File: src/rtl/imem_loader.sv
// Boot loader: streams program words into instruction memory, holds the core in
// reset until the last word is committed, then times the run until core_done.
module imem_loader #(
  parameter int DEPTH     = 1024,
  parameter int CNT_WIDTH = 32
) (
  input  logic                 clk,
  input  logic                 rst,
  input  logic                 in_valid,
  input  logic [31:0]          in_data,
  input  logic                 in_last,
  output logic                 in_ready,
  output logic                 mem_we,
  output logic [31:0]          mem_addr,
  output logic [31:0]          mem_wdata,
  output logic                 core_rst,
  input  logic                 core_done,
  output logic [CNT_WIDTH-1:0] cycle_count,
  output logic                 finished,
  output logic                 overflow
);

  localparam int AW = (DEPTH > 2) ? $clog2(DEPTH) : 1;

  localparam logic [1:0] S_LOAD    = 2'd0;
  localparam logic [1:0] S_RELEASE = 2'd1;
  localparam logic [1:0] S_RUN     = 2'd2;
  localparam logic [1:0] S_HALT    = 2'd3;

  localparam logic [AW-1:0]        IDX_ONE  = AW'(1);
  localparam logic [AW-1:0]        IDX_LAST = AW'(DEPTH - 1);
  localparam logic [CNT_WIDTH-1:0] CNT_ONE  = CNT_WIDTH'(1);

  logic [1:0]           r_state;
  logic [AW-1:0]        r_idx;
  logic                 r_mem_we;
  logic [31:0]          r_mem_addr;
  logic [31:0]          r_mem_wdata;
  logic                 r_core_rst;
  logic [CNT_WIDTH-1:0] r_cycle_count;
  logic                 r_finished;
  logic                 r_overflow;

  logic                 w_ready;
  logic                 w_accept;
  logic                 w_at_end;

  assign w_ready  = (r_state == S_LOAD) && !rst;
  assign w_accept = in_valid && w_ready;
  assign w_at_end = (r_idx == IDX_LAST);

  always_ff @(posedge clk) begin
    if (rst) begin
      r_state       <= S_LOAD;
      r_idx         <= '0;
      r_mem_we      <= 1'b0;
      r_mem_addr    <= '0;
      r_mem_wdata   <= '0;
      r_core_rst    <= 1'b1;
      r_cycle_count <= '0;
      r_finished    <= 1'b0;
      r_overflow    <= 1'b0;
    end else begin
      r_mem_we <= 1'b0;
      case (r_state)
        S_LOAD: begin
          if (w_accept) begin
            r_mem_we    <= 1'b1;
            r_mem_addr  <= 32'({r_idx, 2'b00});
            r_mem_wdata <= in_data;
            r_idx       <= r_idx + IDX_ONE;
            if (in_last || w_at_end) begin
              r_state <= S_RELEASE;
            end
            // Capacity reached before the stream ended: the tail is dropped.
            if (w_at_end && !in_last) begin
              r_overflow <= 1'b1;
            end
          end
        end
        S_RELEASE: begin
          r_state    <= S_RUN;
          r_core_rst <= 1'b0;
        end
        S_RUN: begin
          if (r_cycle_count != '1) begin
            r_cycle_count <= r_cycle_count + CNT_ONE;
          end
          if (core_done) begin
            r_state    <= S_HALT;
            r_core_rst <= 1'b1;
            r_finished <= 1'b1;
          end
        end
        default: begin
          r_state <= S_HALT;
        end
      endcase
    end
  end

  assign in_ready    = w_ready;
  assign mem_we      = r_mem_we;
  assign mem_addr    = r_mem_addr;
  assign mem_wdata   = r_mem_wdata;
  assign core_rst    = r_core_rst;
  assign cycle_count = r_cycle_count;
  assign finished    = r_finished;
  assign overflow    = r_overflow;

endmodule

File: config.mk
export PLATFORM = sky130hd
export DESIGN_NAME = imem_loader
export DESIGN_NICKNAME = d
export VERILOG_FILES = /design/src/rtl/imem_loader.sv
export SDC_FILE = /design/constraint.sdc
export NUM_CORES = 1
export LEC_CHECK = 0
export BUFFER_PORTS_ARGS = -buffer_cell sky130_fd_sc_hd__buf_2
export CORE_ASPECT_RATIO = 0.7
export CORE_MARGIN = 2
export CORE_UTILIZATION = 35
export DETAILED_ROUTE_END_ITERATION = 6
export PLACE_DENSITY = 0.59
export SLEW_MARGIN = 20
export SYNTH_ARGS = -nofsm -noshare
export SYNTH_HDL_FRONTEND = slang
export SYNTH_SLANG_ARGS = --single-unit
File: constraint.sdc
create_clock -name clk -period 2.8 [get_ports clk]
set_input_delay 0.28 -clock clk [delete_from_list [all_inputs] [get_ports clk]]
set_output_delay 0.28 -clock clk [all_outputs]
set_load 0.02 [all_outputs]
Word level (Yosys, flattened, before mapping)
Index checks and enable logic that the tools add are counted.
Word-level totals
  word-level logic and storage cells: 41
  output and inout port bits: 101
  input bits: 37
  bits in registers: 90
Operators by class
  equality and inequality tests: 7
  add/sub/neg operators: 2
  reductions and logical operators: 15
  mux-type cells: 7
  bitwise gates (word level): 1
Operators by type and width (count)
  32-bit by 1-bit adder with 32-bit output (second input constant): 1
  32-bit != test (second input constant): 1
  10-bit by 1-bit adder with 10-bit output (second input constant): 1
  10-bit equality test (second input constant): 1
  2-bit AND reduction: 4
  2-bit two-way mux: 3
  2-bit one-hot mux with 3 select lines: 1
  3-bit AND reduction: 2
  2-bit != test (second input constant): 2
  1-bit logical AND: 3
  2-bit by 1-bit equality test with 1-bit output (second input constant): 1
  2-bit equality test (second input constant): 1
  1-bit logical NOT: 2
  2-bit logical NOT: 1
  1-bit two-way mux: 2
  2-bit by 1-bit != test with 1-bit output (second input constant): 1
  1-bit one-hot mux with 2 select lines: 1
  2-bit nonzero test: 1
  2-bit OR reduction: 1
  1-bit logical OR: 1
  1-bit inverter: 1

Depth between registers and ports, before layout
  depth after elaboration: 5
  mapped depth: 9
  mapped depth without buffers: 6

Worst setup path before layout
OpenSTA, ideal clock, no wires.
  path type: register to register
  from: register r_cycle_count[0] (netlist: cycle_count[0])
  to: register r_cycle_count[30] (netlist: cycle_count[30])
  path slack: 542 ps
  arrival: 2188 ps
  stages on the path, launching flop included: 8
  setup time: 71 ps
  clock period less this slack: 2258 ps
  path buffers: 1
  data required time: 2729 ps
  cell sequence: dfxtp_1 ha_1 and4b_1 nand2_1 or4b_1 buf_2 or3_1 a21oi_1
On the way
  longest elaborated chain between the ends: 2
  elaborated cells between the ends (all ways): 3
  those cells by class: add/sub (1); eq/ne (1); reduce/logical (1)
RTL lines
  start: declaration: line 40  | logic [CNT_WIDTH-1:0] r_cycle_count;
  start signal: assignment: line 87  | r_cycle_count <= r_cycle_count + CNT_ONE;
  branches (longest 2 deep; another with 32-bit by 1-bit adder with 32-bit output)
Parallel ways; which one is timed is not known.
A chain may end at the register's enable or synchronous reset.

Worst setup path after layout
Ends and elaborated chain as after synthesis.

==> impl_metrics.json <==
{
  "grt_pass1_vias": 3169,
  "nNetsFinal": 609,
  "clock_skew_ps": 3.659,
  "io_pins": 138,
  "avgSynthCellArea_um2": 8.278,
  "synth_area_leaders": "dfxtp_1, nand2_1, o21ai_0",
  "hpwlAfterDp_um": 6473,
  "end_kind": "flip-flop",
  "path_max_fanout": 10,
  "ff2ff_path_depth": 6,
  "grt_pass1_wl_um": 15170,
  "yosysTopAreaCellShare_pct": 46.41,
  "drt_iter0_markers": 198,
  "outcome": "complete, no violations",
  "setup_tns_ps": 0,
  "min_from": "in_data[3]",
  "die_h_um": 92.12,
  "ctsResizeCount": 0,
  "rsz0062_at_grt": "false",
  "post-route-period-util_pct": 88.00,
  "diodes": 0,
  "io_buffer_count": 115,
  "fmax_mhz": 405.8,
  "gp_congestion": 0.7777,
  "grt_max_degree": 92,
  "synth_common_cells": "nand2_1, dfxtp_1, o21ai_0",
  "cts_buffers": 9,
  "ir_drop_mv": 0.2721,
  "ys_warn_count": 0,
  "r2r_end": "cycle_count[30]",
  "r2r-start": "cycle_count[0]",
  "cp-start-kind": "flip-flop",
  "min_path_cells": 3,
  "synth.most_common_cell": "nand2_1",
  "setup_violations": 0,
  "core_area_um2": 10930,
  "hold_buffers": 0,
  "max_slew.worst_pin.slew_ps": 727.5,
  "cts_tree": "built",
  "r2r_slack_ps": 340,
  "clk_pin_slew_ps": 60,
  "num-fill-cells": 1110,
  "min_period_ps": 2464,
  "routed_via_density": 4.804,
  "clockBufferDepth": 2,
  "grt_use_total_pct": 15.70,
  "leakage_uw": 0.002000,
  "netlist_area_um2": 3882,
  "synth_edf_count": 0,
  "synth.distinct_cells": 49,
  "final-seq-area_um2": 1802,
  "synth_seq_area_share_pct": 46.41,
  "ant_nets": 0,
  "wl_um": 9259,
  "dr.pass1.iters": 5,
  "total_power_uw": 2832,
  "grt-ovfl-total": 0,
  "critical_path_required_ps": 3050,
  "multiInputGateArea_um2": 1866,
  "synth_ff_type": "dfxtp_1",
  "hold_path.class": "in2reg",
  "initial_utilization_pct": 35.52,
  "fp-row-count": 32,
  "num_vias": 3497,
  "synthArstFlopShare_pct": 0,
  "post-route-drc-count": 0,
  "cpMaxStageDelayCell": "or4b_1",
  "cap_violations": 0,
  "path_class": "reg2reg",
  "holdPathEnd": "mem_wdata[3]",
  "antenna_found_initial": 0,
  "die_x_um": 129.9,
  "path_cells": "ha_1 > and4b_1 > nand2_1 > or4b_1 > or3_1 > a21oi_1",
  "clk_latency_ps": 330,
  "clock-sinks": 90,
  "wl_per_cell_um": 12.72,
  "report.final.slew_viol_count": 0,
  "die-area_um2": 11970,
  "synthCells": 469,
  "powerDensity_nw_per_um2": 590.1,
  "final_hold_viol_count": 0,
  "cpPeakStageDelay_ps": 700,
  "arrival_ps": 2720,
  "ys_seq_elements": 90,
  "cts-htree-levels": 3,
  "clockRootBuffer": "clkbuf_16",
  "drive_gt1_share_pct": 24.52,
  "area_growth_pct": 23.59,
  "synth_largest_area_cell": "dfxtp_1",
  "cts_setup_buffers": 0,
  "slew_headroom_pct": 51.05
}
per-stage QoR:
stage	cell area, µm²	hold WS (ps)	std cells	util [%]	worst slack, ps
after global placement	4492	441.3	712	41.09	509.2
after floorplan	3961	388.6	490	-	541.5
final	4798	141.0	728	43.90	336.0
after CTS	4798	120.2	728	43.90	312.5
after global routing	4798	133.6	728	43.90	188.3
after detailed placement	4492	449.2	712	41.09	359.6
sequential cells by signal, indices dropped and copies added (netlist names):
| name | count |
|---|---|
| core_rst | 1 |
| cycle_count | 32 |
| finished | 1 |
| mem_addr | 10 |
| mem_wdata | 32 |
| mem_we | 1 |
| overflow | 1 |
| r_idx | 10 |
| r_state | 2 |
worst max-delay path by stage:
stage | cells past startpoint | slack, ps | to | startpoint
after floorplan | 7 | 540 | cycle_count[30] | cycle_count[0]
after global placement | 6 | 510 | cycle_count[28] | cycle_count[0]
after detailed placement | 6 | 360 | cycle_count[30] | cycle_count[0]
after CTS | 6 | 310 | cycle_count[30] | cycle_count[0]
after global routing | 6 | 190 | cycle_count[30] | cycle_count[0]
final | 6 | 340 | cycle_count[30] | cycle_count[0]
cell type report:
| type | instances | area share, % |
|---|---|---|
| sequential | 90 | 37.55 |
| timing repair buffer | 119 | 12.88 |
| tap | 153 | 3.990 |
| inverter | 4 | 0.3129 |
| multi-input combinational | 346 | 38.88 |
| clock inverter | 4 | 1.043 |
| clock buffer | 12 | 5.346 |
cells in the final DEF, fill, tap and decap left out, drive strengths merged, types with 2 or more instances in the layout:
cell	instances
nor3	4
nand3	8
and2	3
nand4	12
mux2i	2
buf	119
nor2b	3
or4	8
xnor2	8
clkbuf	12
nand3b	2
mux2	2
conb	22
o31ai	8
dfxtp	90
o21ai	53
a21oi	21
and3	4
or3	12
clkinv	2
and4	10
xor2	7
a31oi	4
nor4	2
inv	3
nor2	26
o41ai	2
clkinvlp	2
a311oi	4
nor4b	2
ha	2
nand2	104
cell families (layout without fill, tap and decap cells):
group	Yosys count	count (layout)	synth area share (%)
other	1	22	0.09659
DFF	90	90	46.41
adders and majority gates	2	2	0.6444
AOI/OAI and AO/OA	98	98	14.70
muxes	4	4	1.096
buffers and inverters	54	139	7.735
xor gates and xnor gates	15	15	3.384
and+or+nand+nor	205	205	25.94
power by group:
part	switching (µW)	internal (µW)
combinational	173	78.6
sequential	28.6	1330
clock	485	739
routing by layer:
| layer | up-vias | GRT usage [%] | share of wire (%) |
|---|---|---|---|
| li1 | 1796 | - | - |
| met1 | 1601 | 21.44 | 51 |
| met2 | 94 | 23.25 | 43 |
| met3 | 6 | 5.426 | 5.8 |
| met4 | 0 | 4.749 | 0.82 |
| met5 | - | 0 | 0 |
critical path, delay by kind of cell (launching register included):
family	cells	cell delay [ps]
AND/OR/NAND/NOR	4	1520
flip-flops	1	420
adder cells (fa/ha/maj)	1	290
AO/OA/AOI/OAI	1	160
(Power assumes the default switching activity.)
